**config.mk**
```make
export PLATFORM = sky130hd
export DESIGN_NAME = router_sw_alloc
export DESIGN_NICKNAME = d
export VERILOG_FILES = /design/src/rtl/router_sw_alloc.sv
export SDC_FILE = /design/constraint.sdc
export NUM_CORES = 1
export LEC_CHECK = 0
export BUFFER_PORTS_ARGS = -buffer_cell sky130_fd_sc_hd__buf_2
export CORE_MARGIN = 10
export CORE_UTILIZATION = 60
export CTS_CLUSTER_SIZE = 8
export DETAILED_ROUTE_END_ITERATION = 8
export GPL_ROUTABILITY_DRIVEN = 0
export GPL_TIMING_DRIVEN = 0
export PLACE_DENSITY = 0.87
export SLEW_MARGIN = 20
export SYNTH_ARGS = -nofsm -noshare
export SYNTH_HDL_FRONTEND = slang
export SYNTH_SLANG_ARGS = --single-unit
```
**constraint.sdc**
```tcl
create_clock -name clk -period 5.4 [get_ports clk]
set_input_delay 0.81 -clock clk [delete_from_list [all_inputs] [get_ports clk]]
set_output_delay 0.81 -clock clk [all_outputs]
set_load 0.02 [all_outputs]
```
**src/rtl/router_sw_alloc.sv**
```systemverilog
// Switch allocator: round-robin output arbitration with credit flow control.
// Define ROUTER_SA_PKT_LOCK_EN to hold an output for a whole packet.
module router_sw_alloc #(
    parameter int NUM_PORTS = 5,
    parameter int CREDITS   = 4
) (
    input  logic                   clk,
    input  logic                   reset,
    input  logic [NUM_PORTS-1:0]   req_ip,
    input  logic [3*NUM_PORTS-1:0] dest_ip,
    input  logic [NUM_PORTS-1:0]   tail_ip,
    input  logic [NUM_PORTS-1:0]   credit_in_op,
    output logic [NUM_PORTS-1:0]   gnt_ip,
    output logic [3*NUM_PORTS-1:0] sel_op,
    output logic [NUM_PORTS-1:0]   vld_op,
    output logic                   error
);

    typedef logic [2:0] port_t;
    typedef logic [3:0] cnt_t;

    port_t r_ptr [NUM_PORTS];
    cnt_t  r_cnt [NUM_PORTS];

    logic [NUM_PORTS-1:0] w_ok;
    logic [NUM_PORTS-1:0] w_bad;
    logic [NUM_PORTS-1:0] w_og;
    logic [NUM_PORTS-1:0] w_ovf;
    logic [NUM_PORTS-1:0][NUM_PORTS-1:0] w_req;
    port_t w_gi  [NUM_PORTS];
    port_t w_nxt [NUM_PORTS];
    logic [3:0] w_idx;

`ifdef ROUTER_SA_PKT_LOCK_EN
    logic [NUM_PORTS-1:0] r_lock;
    port_t r_lock_in [NUM_PORTS];
`else
    logic w_unused_tail;
    assign w_unused_tail = ^tail_ip;
`endif

    always_comb begin
        w_ok  = '0;
        w_bad = '0;
        w_req = '0;
        for (int i = 0; i < NUM_PORTS; i++) begin
            w_ok[i]  = req_ip[i] &&
                       (dest_ip[3*i +: 3] < 3'(NUM_PORTS));
            w_bad[i] = req_ip[i] && !w_ok[i];
        end
        for (int o = 0; o < NUM_PORTS; o++) begin
            for (int i = 0; i < NUM_PORTS; i++) begin
                w_req[o][i] = !reset && w_ok[i] &&
                              (dest_ip[3*i +: 3] == 3'(o)) &&
                              (r_cnt[o] != '0);
`ifdef ROUTER_SA_PKT_LOCK_EN
                if (r_lock[o] && (r_lock_in[o] != 3'(i)))
                    w_req[o][i] = 1'b0;
`endif
            end
        end
    end

    // Search ptr, ptr+1, ... wrapping at NUM_PORTS; first hit wins.
    always_comb begin
        w_og  = '0;
        w_ovf = '0;
        w_idx = '0;
        for (int o = 0; o < NUM_PORTS; o++) begin
            w_gi[o] = '0;
            for (int k = 0; k < NUM_PORTS; k++) begin
                w_idx = {1'b0, r_ptr[o]} + 4'(k);
                if (w_idx >= 4'(NUM_PORTS))
                    w_idx = w_idx - 4'(NUM_PORTS);
                if (!w_og[o] && w_req[o][w_idx[2:0]]) begin
                    w_og[o] = 1'b1;
                    w_gi[o] = w_idx[2:0];
                end
            end
            w_nxt[o] = (w_gi[o] == 3'(NUM_PORTS - 1)) ?
                       '0 : w_gi[o] + 3'd1;
            w_ovf[o] = credit_in_op[o] && !w_og[o] &&
                       (r_cnt[o] == 4'(CREDITS));
        end
    end

    always_comb begin
        gnt_ip = '0;
        for (int o = 0; o < NUM_PORTS; o++) begin
            if (w_og[o])
                gnt_ip[w_gi[o]] = 1'b1;
        end
    end

    always_ff @(posedge clk) begin
        if (reset) begin
            vld_op <= '0;
            sel_op <= '0;
            error  <= 1'b0;
            for (int o = 0; o < NUM_PORTS; o++) begin
                r_cnt[o] <= 4'(CREDITS);
                r_ptr[o] <= '0;
`ifdef ROUTER_SA_PKT_LOCK_EN
                r_lock[o]    <= 1'b0;
                r_lock_in[o] <= '0;
`endif
            end
        end else begin
            vld_op <= w_og;
            if (|w_bad || |w_ovf)
                error <= 1'b1;
            for (int o = 0; o < NUM_PORTS; o++) begin
                if (w_og[o])
                    sel_op[3*o +: 3] <= w_gi[o];
                if (w_og[o] && !credit_in_op[o])
                    r_cnt[o] <= r_cnt[o] - 4'd1;
                else if (!w_og[o] && credit_in_op[o] &&
                         (r_cnt[o] != 4'(CREDITS)))
                    r_cnt[o] <= r_cnt[o] + 4'd1;
`ifdef ROUTER_SA_PKT_LOCK_EN
                // Pointer advances only once the packet is done.
                if (w_og[o]) begin
                    if (tail_ip[w_gi[o]]) begin
                        r_lock[o] <= 1'b0;
                        r_ptr[o]  <= w_nxt[o];
                    end else begin
                        r_lock[o]    <= 1'b1;
                        r_lock_in[o] <= w_gi[o];
                    end
                end
`else
                if (w_og[o])
                    r_ptr[o] <= w_nxt[o];
`endif
            end
        end
    end

endmodule

```
======== Yosys cells after proc, flatten, opt, wreduce, memory -nomap -nowiden ========
Memory sizes are Yosys's and may differ from the RTL's.
Cells that the tools add are included.
W data, S select, Z words.
operators by class
  $add $sub $neg .......................... 60
  $lt $le $gt $ge ......................... 65
  equality and inequality tests ........... 35
  multiplexer cells ....................... 212
  bitwise logic cells ..................... 19
  reductions and logical operators ........ 159
operator list
  cell                   count
  $mux W3                60
  $lt A3 B4 Y1 const B   30
  $logic_and A1 B1 Y1    110
  $mux W1                107
  $ge A4 B3 Y1 const B   20
  $bmux W1 S3            25
  $sub A3 B3 Y3 const B  25
  $add A3 B2 Y4 const B  10
  $mux W4                10
  $logic_not A1 Y1       36
  $eq A3 B2 Y1 const B   10
  $eq A3 B3 Y1 const B   10
  $mux W5                5
  $add A3 B1 Y4 const B  5
  $add A3 B3 Y4 const B  5
  $add A4 B1 Y4 const B  5
  $eq A4 B3 Y1 const B   5
  $ne A4 B3 Y1 const B   5
  $or A5 B5 Y5           4
  $reduce_bool A4 Y1     5
  $sub A4 B1 Y4 const B  5
  $add A3 B1 Y3 const B  5
  $demux W1 S3           5
  $eq A3 B1 Y1 const B   5
  other kinds (7)        38
word-level totals
  flip-flop bits (word level) ............. 21
  RAM bits ................................ 35
  bits of input ports ..................... 32
  output and inout bits ................... 26
  word-level logic and storage cells ...... 559
  memories ................................ 2
memories
  name   depth  bits a word  read ports  clocked after memory_dff  write ports  RTL line  source
  r_cnt  5      4            5           0                         5            23        cnt_t r_cnt [NUM_PORTS];
  r_ptr  5      3            5           0                         5            22        port_t r_ptr [NUM_PORTS];

======== Longest topological paths before layout ========
Gate-level depths: netlist of the first run.
  depth after elaboration ................. 33
  gate-level depth with buffers ........... 20

======== Least setup slack after synthesis of the first run ========
Ideal clock, no wire load.
  kind .................................... register to output
  start point ............................. mem r_ptr[0][0] in the netlist's numbering
  end point ............................... out gnt_ip[1]
  data arrival time ....................... 3.979 ns
  required time ........................... 4.590 ns
  path slack .............................. 0.611 ns
  cell stages (with the launch flop) ...... 15
  cell sequence ........................... edfxtp_1 > buf_4 > inv_1 > ha_1 > inv_1 > fa_1 > or3_1 > nand2_1 > or4b_2 > nand3_1 > a22oi_1 > o221a_2 > a21oi_1 > inv_1 > o221ai_1
RTL lines
  what                RTL line  source
  start: declaration  22
  end: declaration    13        output logic [NUM_PORTS-1:0] gnt_ip,

==> summary.md, run 1 <==
| Metric | Value |
|---|---|
| H-tree Lvls | 2 |
| CP arrival | 4570 ps |
| Post-Syn Area | around 8100 um^2 |
| Syn. warnings | 0 |
| Register area share after synthesis | 0.181 |
| Slew headroom | 0.247 |
| Min Clock Period, post-route | around 5400 ps |
| Clock buffer depth | 2 |
| Avg Cell Area, Syn | approximately 7.9 um^2 |
| Final Hold Viols | 0 |
| Hold Path Class | flip-flop to flip-flop |
| Most numerous cell in the Yosys netlist | nor2_1 |
| Fmax | roughly 190 MHz |
| Setup WS pre-CTS | -125 ps |
| Final number of setup-violating endpoints | 0 |
| Syn Inst Count | about 1000 |
| Largest net degree at the start of global routing | 17 |
| Kind of critical path | flip-flop to primary output |
| Die H | roughly 140 um |
| Worst-Skew Late Latency | 300 ps |
| PnR worst setup slack | between 15 and 20 ps |
| Number of global-route vias before repair | approximately 7900 |
| Layout fillers | around 1100 |
| Tcrit/Tclk final | 0.996 |
| Ant diodes | 0 |
| Vias | between 8000 and 9000 |
| Gr ovfl total | 0 |
| Non-filler cells, final | about 1300 |
| Die Span X | 136 um |
| Cts hold-fix bufs | 0 |
| IO Count | 58 |
| Actual slew at the worst max-slew pin | approximately 1100 ps |
| Die area | around 19000 um^2 |
| Clock skew | 7.74 ps |
| Final core utilization | 0.690 |
| Initial DRC Count | ~1200 |
| DRT antenna net count | 0 |
| Ranking of synthesized cells by area | edfxtp_1 (13%), ha_1 (9.2%), dfxtp_1 (5.2%) |
| Post-synthesis register bit count | 56 |
| Cell variety after synth | between 90 and 100 |
| Post-DP HPWL | 18700 um |
| Initial antenna violation count | 0 |
| Area Overhead vs Synth | 12.4% |
| Layout cell share with drive strength beyond 1 | 0.176 |
| Final wirelength | roughly 25000 um |
| CP startpoint | r_ptr[0][6]$_SDFFCE_PP0P_ |
| Post-synth top cells | nor2_1 (85), nand2_1 (71), ha_1 (60) |
| FF-to-FF Start | r_ptr[0][10]$_SDFFCE_PP0P_ |
| Slew Viols, Final | 0 |
| Vias per inst | 6.81 |
| Syn nets | ~1100 |
| CTS sink count | 56 |
| CORE AREA | approximately 13000 um^2 |
| Min-Delay Startpoint | sel_op[13]$_SDFFE_PP0N_ |
| Nets | 1200 |
| Post-synth top area cell | edfxtp_1 |
| Starting Density | 0.614 |
| First-pass DRT Iterations | 6 |
| # rows | 42 |
| TritonCTS clock tree | built |
| Post-DR wirelength/cell | between 15 and 20 um |
| DP Cell Count | between 1000 and 1500 |
| # DRC | 0 |
| Outcome | complete, no violations |
| Port buffer count | between 50 and 60 |
| Post-synth EDFFs | 35 |
| CTS buffer count | 5 |
| Share of flip-flops with an asynchronous set or reset | 0 |
| Most used DFF post-synth | edfxtp_1 |
| Crit end category | primary output |
| Worst hold slack | roughly 440 ps |
| CTS root buf | clkbuf_16 |
| Synth top area share | 0.129 |
| Clk slew on worst S/H paths | approximately 70 ps |
| Crit path required time | between 4000 and 5000 ps |
| First-pass GRT wire length | 39200 um |
| Crit Path Max Fanout | 10 |
| Global Route Usage Sum | 0.253 |
| Critical Path Start Type | flip-flop |
| Max cap viols | 0 |
[cell usage in the layout, fill, tap and decap left out, drive strengths merged, types with 8 or more instances in the layout]
cell type | Yosys | routed
o21ai | 45 | 45
o2111ai | 11 | 11
o22ai | 15 | 15
and3 | 14 | 14
nor3b | 14 | 14
or2 | 9 | 9
inv | 60 | 59
and2 | 14 | 14
buf | 24 | 94
a21o | 19 | 19
clkbuf | 17 | 20
nand2b | 24 | 24
dfxtp | 21 | 21
fa | 9 | 9
nor2b | 21 | 21
o211ai | 14 | 14
nand3 | 36 | 36
a211oi | 9 | 9
ha | 60 | 60
and3b | 11 | 11
nor2 | 85 | 85
nor3 | 42 | 42
a21oi | 59 | 59
nand4 | 21 | 21
nor4 | 16 | 16
edfxtp | 35 | 35
nand3b | 8 | 8
o32ai | 8 | 8
mux2i | 40 | 40
a22oi | 11 | 11
xnor2 | 42 | 42
nand2 | 71 | 71
[worst paths after layout]
path / to / slack [ps] / cells after the start
worst max-delay path: gnt_ip[3] / 20 / 14
worst min-delay path: sel_op[13]$_SDFFE_PP0N_ / 440 / 2
worst max register to register: r_ptr[0][12]$_SDFFCE_PP0P_ / 320 / 14
worst min register to register: sel_op[13]$_SDFFE_PP0N_ / 440 / 2
[through the flow]
step | setup TNS [ps] | area (um^2)
after global placement | -223 | 8610
after detailed placement | -213 | 8610
after global routing | -234 | 9140
after floorplan | 0 | 8140
final | 0 | 9140
after CTS | 0 | 8880
[area by class of cell]
class                   instances  area [um^2]  area share
clock inverters                 2         10.0     0.00110
inverters                      63          249      0.0272
repair buffers                 71          405      0.0444
clock buffers                   6          139      0.0152
plain buffers                  37          190      0.0208
flip-flops and latches         56         1470       0.161
multi-input cells             865         6450       0.706
well taps                     176          220      0.0241
[logic make-up after synthesis]
kind of cell               share of synthesized area
adders and majority gates                      0.114
and+or+nand+nor                                0.291
DFF                                            0.181
buffers and inverters                         0.0538
muxes                                         0.0732
AOI/OAI and AO/OA                              0.237
xor gates and xnor gates                      0.0495
[registers in the layout, indices dropped and copies added, names as in the netlist]
signal  flops
error       1
r_cnt      20
r_ptr      15
sel_op     15
vld_op      5
[critical path, cell delays in order (launching register included)]
cell and delay, ps:
edfxtp_1 490, buf_2 250, clkinvlp_4 160, ha_1 190, nand3b_1 120, and4_1 280, or4_1 500, a2111o_1 470
nand3_2 150, nor3_1 70, o31a_1 300, o31a_1 400, a222oi_1 470, o221ai_2 210, buf_2 210
[what timing repair did]
item	CTS	global route
buffers inserted	4	16
pin swaps	2	7
endpoints found under the setup margin	5	5
resized for setup	22	40
[layer usage]
layer / share of wire / vias to the layer above / global-route usage
met5: 0 / - / 0
met4: 0.048 / 0 / 0.118
met1: 0.40 / 4001 / 0.324
met3: 0.11 / 114 / 0.0557
li1: - / 4028 / -
met2: 0.44 / 541 / 0.395
Power of run 1 is left out: the tool's default activity adds up to more than one toggle a clock period on the data nets, which glitch-free logic cannot reach.
==> run 2: changes to the inputs <==
- ABC_AREA: not set -> 1
==> run 2 against run 1 <==
Against the previous run: wire length shrank 9.7%; critical path type unchanged; final area fell by 3.2%; die area increased by 0.71%.
==> summary.md, run 2 <==
| Metric | Value |
|---|---|
| Clk slew on worst S/H paths | 70 ps (about the same) |
| Syn. warnings | 0 (unchanged) |
| Top Registers | r_cnt: 20 flops, r_ptr: 15 flops, sel_op: 15 flops (unchanged) |
| RSZ-0062 raised after global routing | no |
| Final Hold Viols | 0 (unchanged) |
| CP dominant cell by count | nor2_1 |
| DRT antenna net count | 0 (unchanged) |
| Vias | 8674 (was 8684) |
| Die area | 18700 um^2 (was 18600 um^2) |
| Vias per inst | 5.55 (was 6.81) |
| Critical path cell sequence | buf_4 -> clkinv_2 -> ha_1 -> inv_1 -> fa_1 -> nor2_1 -> nor2_1 -> o21ai_1 -> inv_1 -> nand3_1 -> nand3_1 -> nand2_1 -> nand4_2 -> nor2_4 -> inv_2 -> nand3_1 -> nor2_1 -> nor2_1 -> nand2_1 -> buf_2 (was buf_2 -> clkinvlp_4 -> ha_1 -> nand3b_1 -> and4_1 -> or4_1 -> a2111o_1 -> nand3_2 -> nor3_1 -> o31a_1 -> o31a_1 -> a222oi_1 -> o221ai_2 -> buf_2) |
| Post-synth top cells | nand2_1 (381), inv_1 (193), nand3_1 (173) (was nor2_1 (85), nand2_1 (71), ha_1 (60)) |
| Largest net degree at the start of global routing | 17 (unchanged) |
| Port buffer count | 52 (was 51) |
| Clock skew | 6.27 ps (was 7.74 ps) |
| # rows | 42 (unchanged) |
| CTS buffer count | 5 (unchanged) |
| Syn Inst Count | 1325 (was 1025) |
| Share of flip-flops with an asynchronous set or reset | 0 (unchanged) |
| Nets | 1485 (was 1200) |
| Crit end category | primary output (unchanged) |
| Post-DR wirelength/cell | 14.4 um (was 19.5 um) |
| Met2 usage | 0.391 (was 0.395) |
| CORE AREA | 13300 um^2 (was 13200 um^2) |
| Tcrit/Tclk final | 0.879 (was 0.996) |
| Multi-input gate area | 5760 um^2 (was 6450 um^2) |
| Die Span X | 137 um (was 136 um) |
| Cell variety after synth | 54 (was 96) |
| Critical Path Max Stage Delay | 450 ps (was 500 ps) |
| CTS sink count | 56 (unchanged) |
| Layout cell share with drive strength beyond 1 | 0.152 (was 0.176) |
| Final number of setup-violating endpoints | 0 (unchanged) |
| Die H | 137 um (was 136 um) |
| Register area share after synthesis | 0.179 (was 0.181) |
| Starting Density | 0.617 (was 0.614) |
| Area Overhead vs Synth | 7.89% (was 12.4%) |
| # DRC | 0 (unchanged) |
| Ranking of synthesized cells by area | nand2_1 (17%), edfxtp_1 (13%), nand3_1 (11%) (was edfxtp_1 (13%), ha_1 (9.2%), dfxtp_1 (5.2%)) |
| Met3 usage | 0.0312 (was 0.0557) |
| TritonCTS clock tree | built (unchanged) |
| Cts hold-fix bufs | 0 (unchanged) |
| Initial antenna violation count | 1 (was 0) |
| Post-synthesis register bit count | 56 (unchanged) |
| Reg area | 1470 um^2 (unchanged) |
| Postcts setup bufs | 0 (was 4) |
| Clock buffer depth | 2 (unchanged) |
| Critical Path Start Type | flip-flop (unchanged) |
| IO Count | 58 (unchanged) |
| Avg Cell Area, Syn | 6.19 um^2 (was 7.94 um^2) |
| Slew Viols, Final | 0 (unchanged) |
| CP top delay family | simple AND/OR/NAND/NOR gates (was compound AO/OA/AOI/OAI gates) |
| CTS root buf | clkbuf_16 (unchanged) |
| Post-DP HPWL | 18200 um (was 18700 um) |
| Register with the highest flop count | r_cnt (unchanged) |
| Fmax | 211 MHz (was 186 MHz) |
| Slew headroom | 0.450 (was 0.247) |
| Syn nets | 1426 (was 1126) |
| CP arrival | 3940 ps (was 4570 ps) |
| Layout fillers | 1182 (was 1075) |
| First-pass GRT wire length | 36800 um (was 39200 um) |
| Max FFs per register | 20 (unchanged) |
| DP Area | 8680 um^2 (was 8610 um^2) |
| Global Route Usage Sum | 0.237 (was 0.253) |
| Kind of critical path | flip-flop to primary output (unchanged) |
| Outcome | complete, no violations (unchanged) |
| Setup WS pre-CTS | 1090 ps (was -125 ps) |
| H-tree Lvls | 2 (unchanged) |
| Most frequent cells in the layout | nand2_1 (381), inv_1 (193), nand3_1 (173), nor2_1 (121), ha_1 (60) (was nor2_1 (81), nand2_1 (71), buf_2 (69), ha_1 (58), inv_1 (55)) |
| Most common cell after layout, fill and taps aside | nand2_1 (was nor2_1) |
| First-pass DRT Iterations | 6 (unchanged) |
| Crit Path Max Fanout | 7 (was 10) |
| Max cap viols | 0 (unchanged) |
| Final wirelength | 22500 um (was 24900 um) |
| Post-Syn Area | 8200 um^2 (was 8140 um^2) |
| Most numerous cell in the Yosys netlist | nand2_1 (was nor2_1) |
| PnR worst setup slack | 655 ps (was 19.5 ps) |
| Post-synth EDFFs | 35 (unchanged) |
| Final core utilization | 0.666 (was 0.690) |
| Initial DRC Count | 996 (was 1248) |
| Setup TNS | 0 ps (unchanged) |
| CTS resizes | 0 (was 22) |
| Most used routing layer in global routing | met2 (unchanged) |
| Most used DFF post-synth | edfxtp_1 (unchanged) |
| Crit path required time | 4590 ps (about the same) |
| Actual slew at the worst max-slew pin | 825 ps (was 1120 ps) |
| GRT met1 Usage | 0.302 (was 0.324) |
| Synth top area share | 0.174 (was 0.129) |
| Worst-Skew Late Latency | 300 ps (about the same) |
| Gr ovfl total | 0 (unchanged) |
| CP max-delay cell | fa_1 (was or4_1) |
| Min Clock Period, post-route | 4750 ps (was 5380 ps) |
| Post-synth top area cell | nand2_1 (was edfxtp_1) |
| Post-route cell area | 8850 um^2 (was 9140 um^2) |
| Number of global-route vias before repair | 8028 (was 7925) |
| CP Buf/Inv Count | 6 (was 3) |
| Hold Path Class | flip-flop to flip-flop (unchanged) |
-- run 2: cell count changes after synthesis, moves of 34 or more --
cell and delta:
nor3_1 -34, inv_2 +34, nor2_1 +36, inv_1 +134, nand3_1 +137, mux2i_1 -40, nand2_1 +310, a21oi_1 -36
-- run 2: layer usage --
layer | vias up | routed length [um]
met1 | 3862 | 9470
met5 | - | 0
met4 | 0 | 793
li1 | 4370 | -
met2 | 372 | 10400
met3 | 70 | 1850
-- run 2: worst paths after layout --
kind | from | slack (ps) | to | depth (start not counted)
setup reg to reg | r_ptr[0][3]$_SDFFCE_PP0P_ | 1090 | r_cnt[1][3]$_SDFFCE_PP0P_ | 25
setup / recovery | r_ptr[0][12]$_SDFFCE_PP0P_ | 650 | gnt_ip[0] | 20
hold / removal | sel_op[10]$_SDFFE_PP0N_ | 470 | sel_op[10]$_SDFFE_PP0N_ | 2
hold reg to reg | sel_op[10]$_SDFFE_PP0N_ | 470 | sel_op[10]$_SDFFE_PP0N_ | 2
-- run 2: stage by stage --
| step | hold slack (ps) | std cells |
|---|---|---|
| floorplan | 538 | 1325 |
| global placement | 451 | 1553 |
| detailed placement | 460 | 1553 |
| CTS | 473 | 1561 |
| global route | 492 | 1562 |
| finish | 472 | 1562 |
-- run 2: layout make-up --
cell class / count / area share
clock buffers: 6 / 0.0146
flip-flops and latches: 56 / 0.166
clock inverters: 2 / 0.00396
multi-input cells: 1027 / 0.651
plain buffers: 10 / 0.0106
repair buffers: 52 / 0.0294
inverters: 232 / 0.0988
diodes: 1 / 0.000283
well taps: 176 / 0.0249
-- run 2: cell families (layout without fill, tap and decap cells) --
| family | count (synthesis) | in the layout | share of synthesized area |
|---|---|---|---|
| compound gates | 102 | 102 | 0.0741 |
| simple gates | 820 | 820 | 0.475 |
| other cells | 0 | 1 | 0 |
| flops | 56 | 56 | 0.179 |
| fa+ha+maj | 69 | 69 | 0.113 |
| buf+inv | 242 | 302 | 0.118 |
| xor+xnor | 36 | 36 | 0.0403 |
-- run 2: worst reg2reg max path, cell delays in order (launching register included) --
cell and delay [ps]:
edfxtp_1 460, buf_6 190, inv_2 140, ha_1 160, inv_1 50, fa_1 380
inv_1 100, nand2_2 80, nand2_1 60, nand2_1 100, inv_2 100, nor2_1 50
nor2_1 150, nor2_1 80, nor2_2 190, nand4_2 150, nor2_4 220, nand3_2 200
ha_1 390, a21oi_1 180, nand2_1 90, xnor2_1 180, xor2_1 180, inv_1 90
nand2_4 70, inv_2 30
Power of run 2 is left out for the same reason.
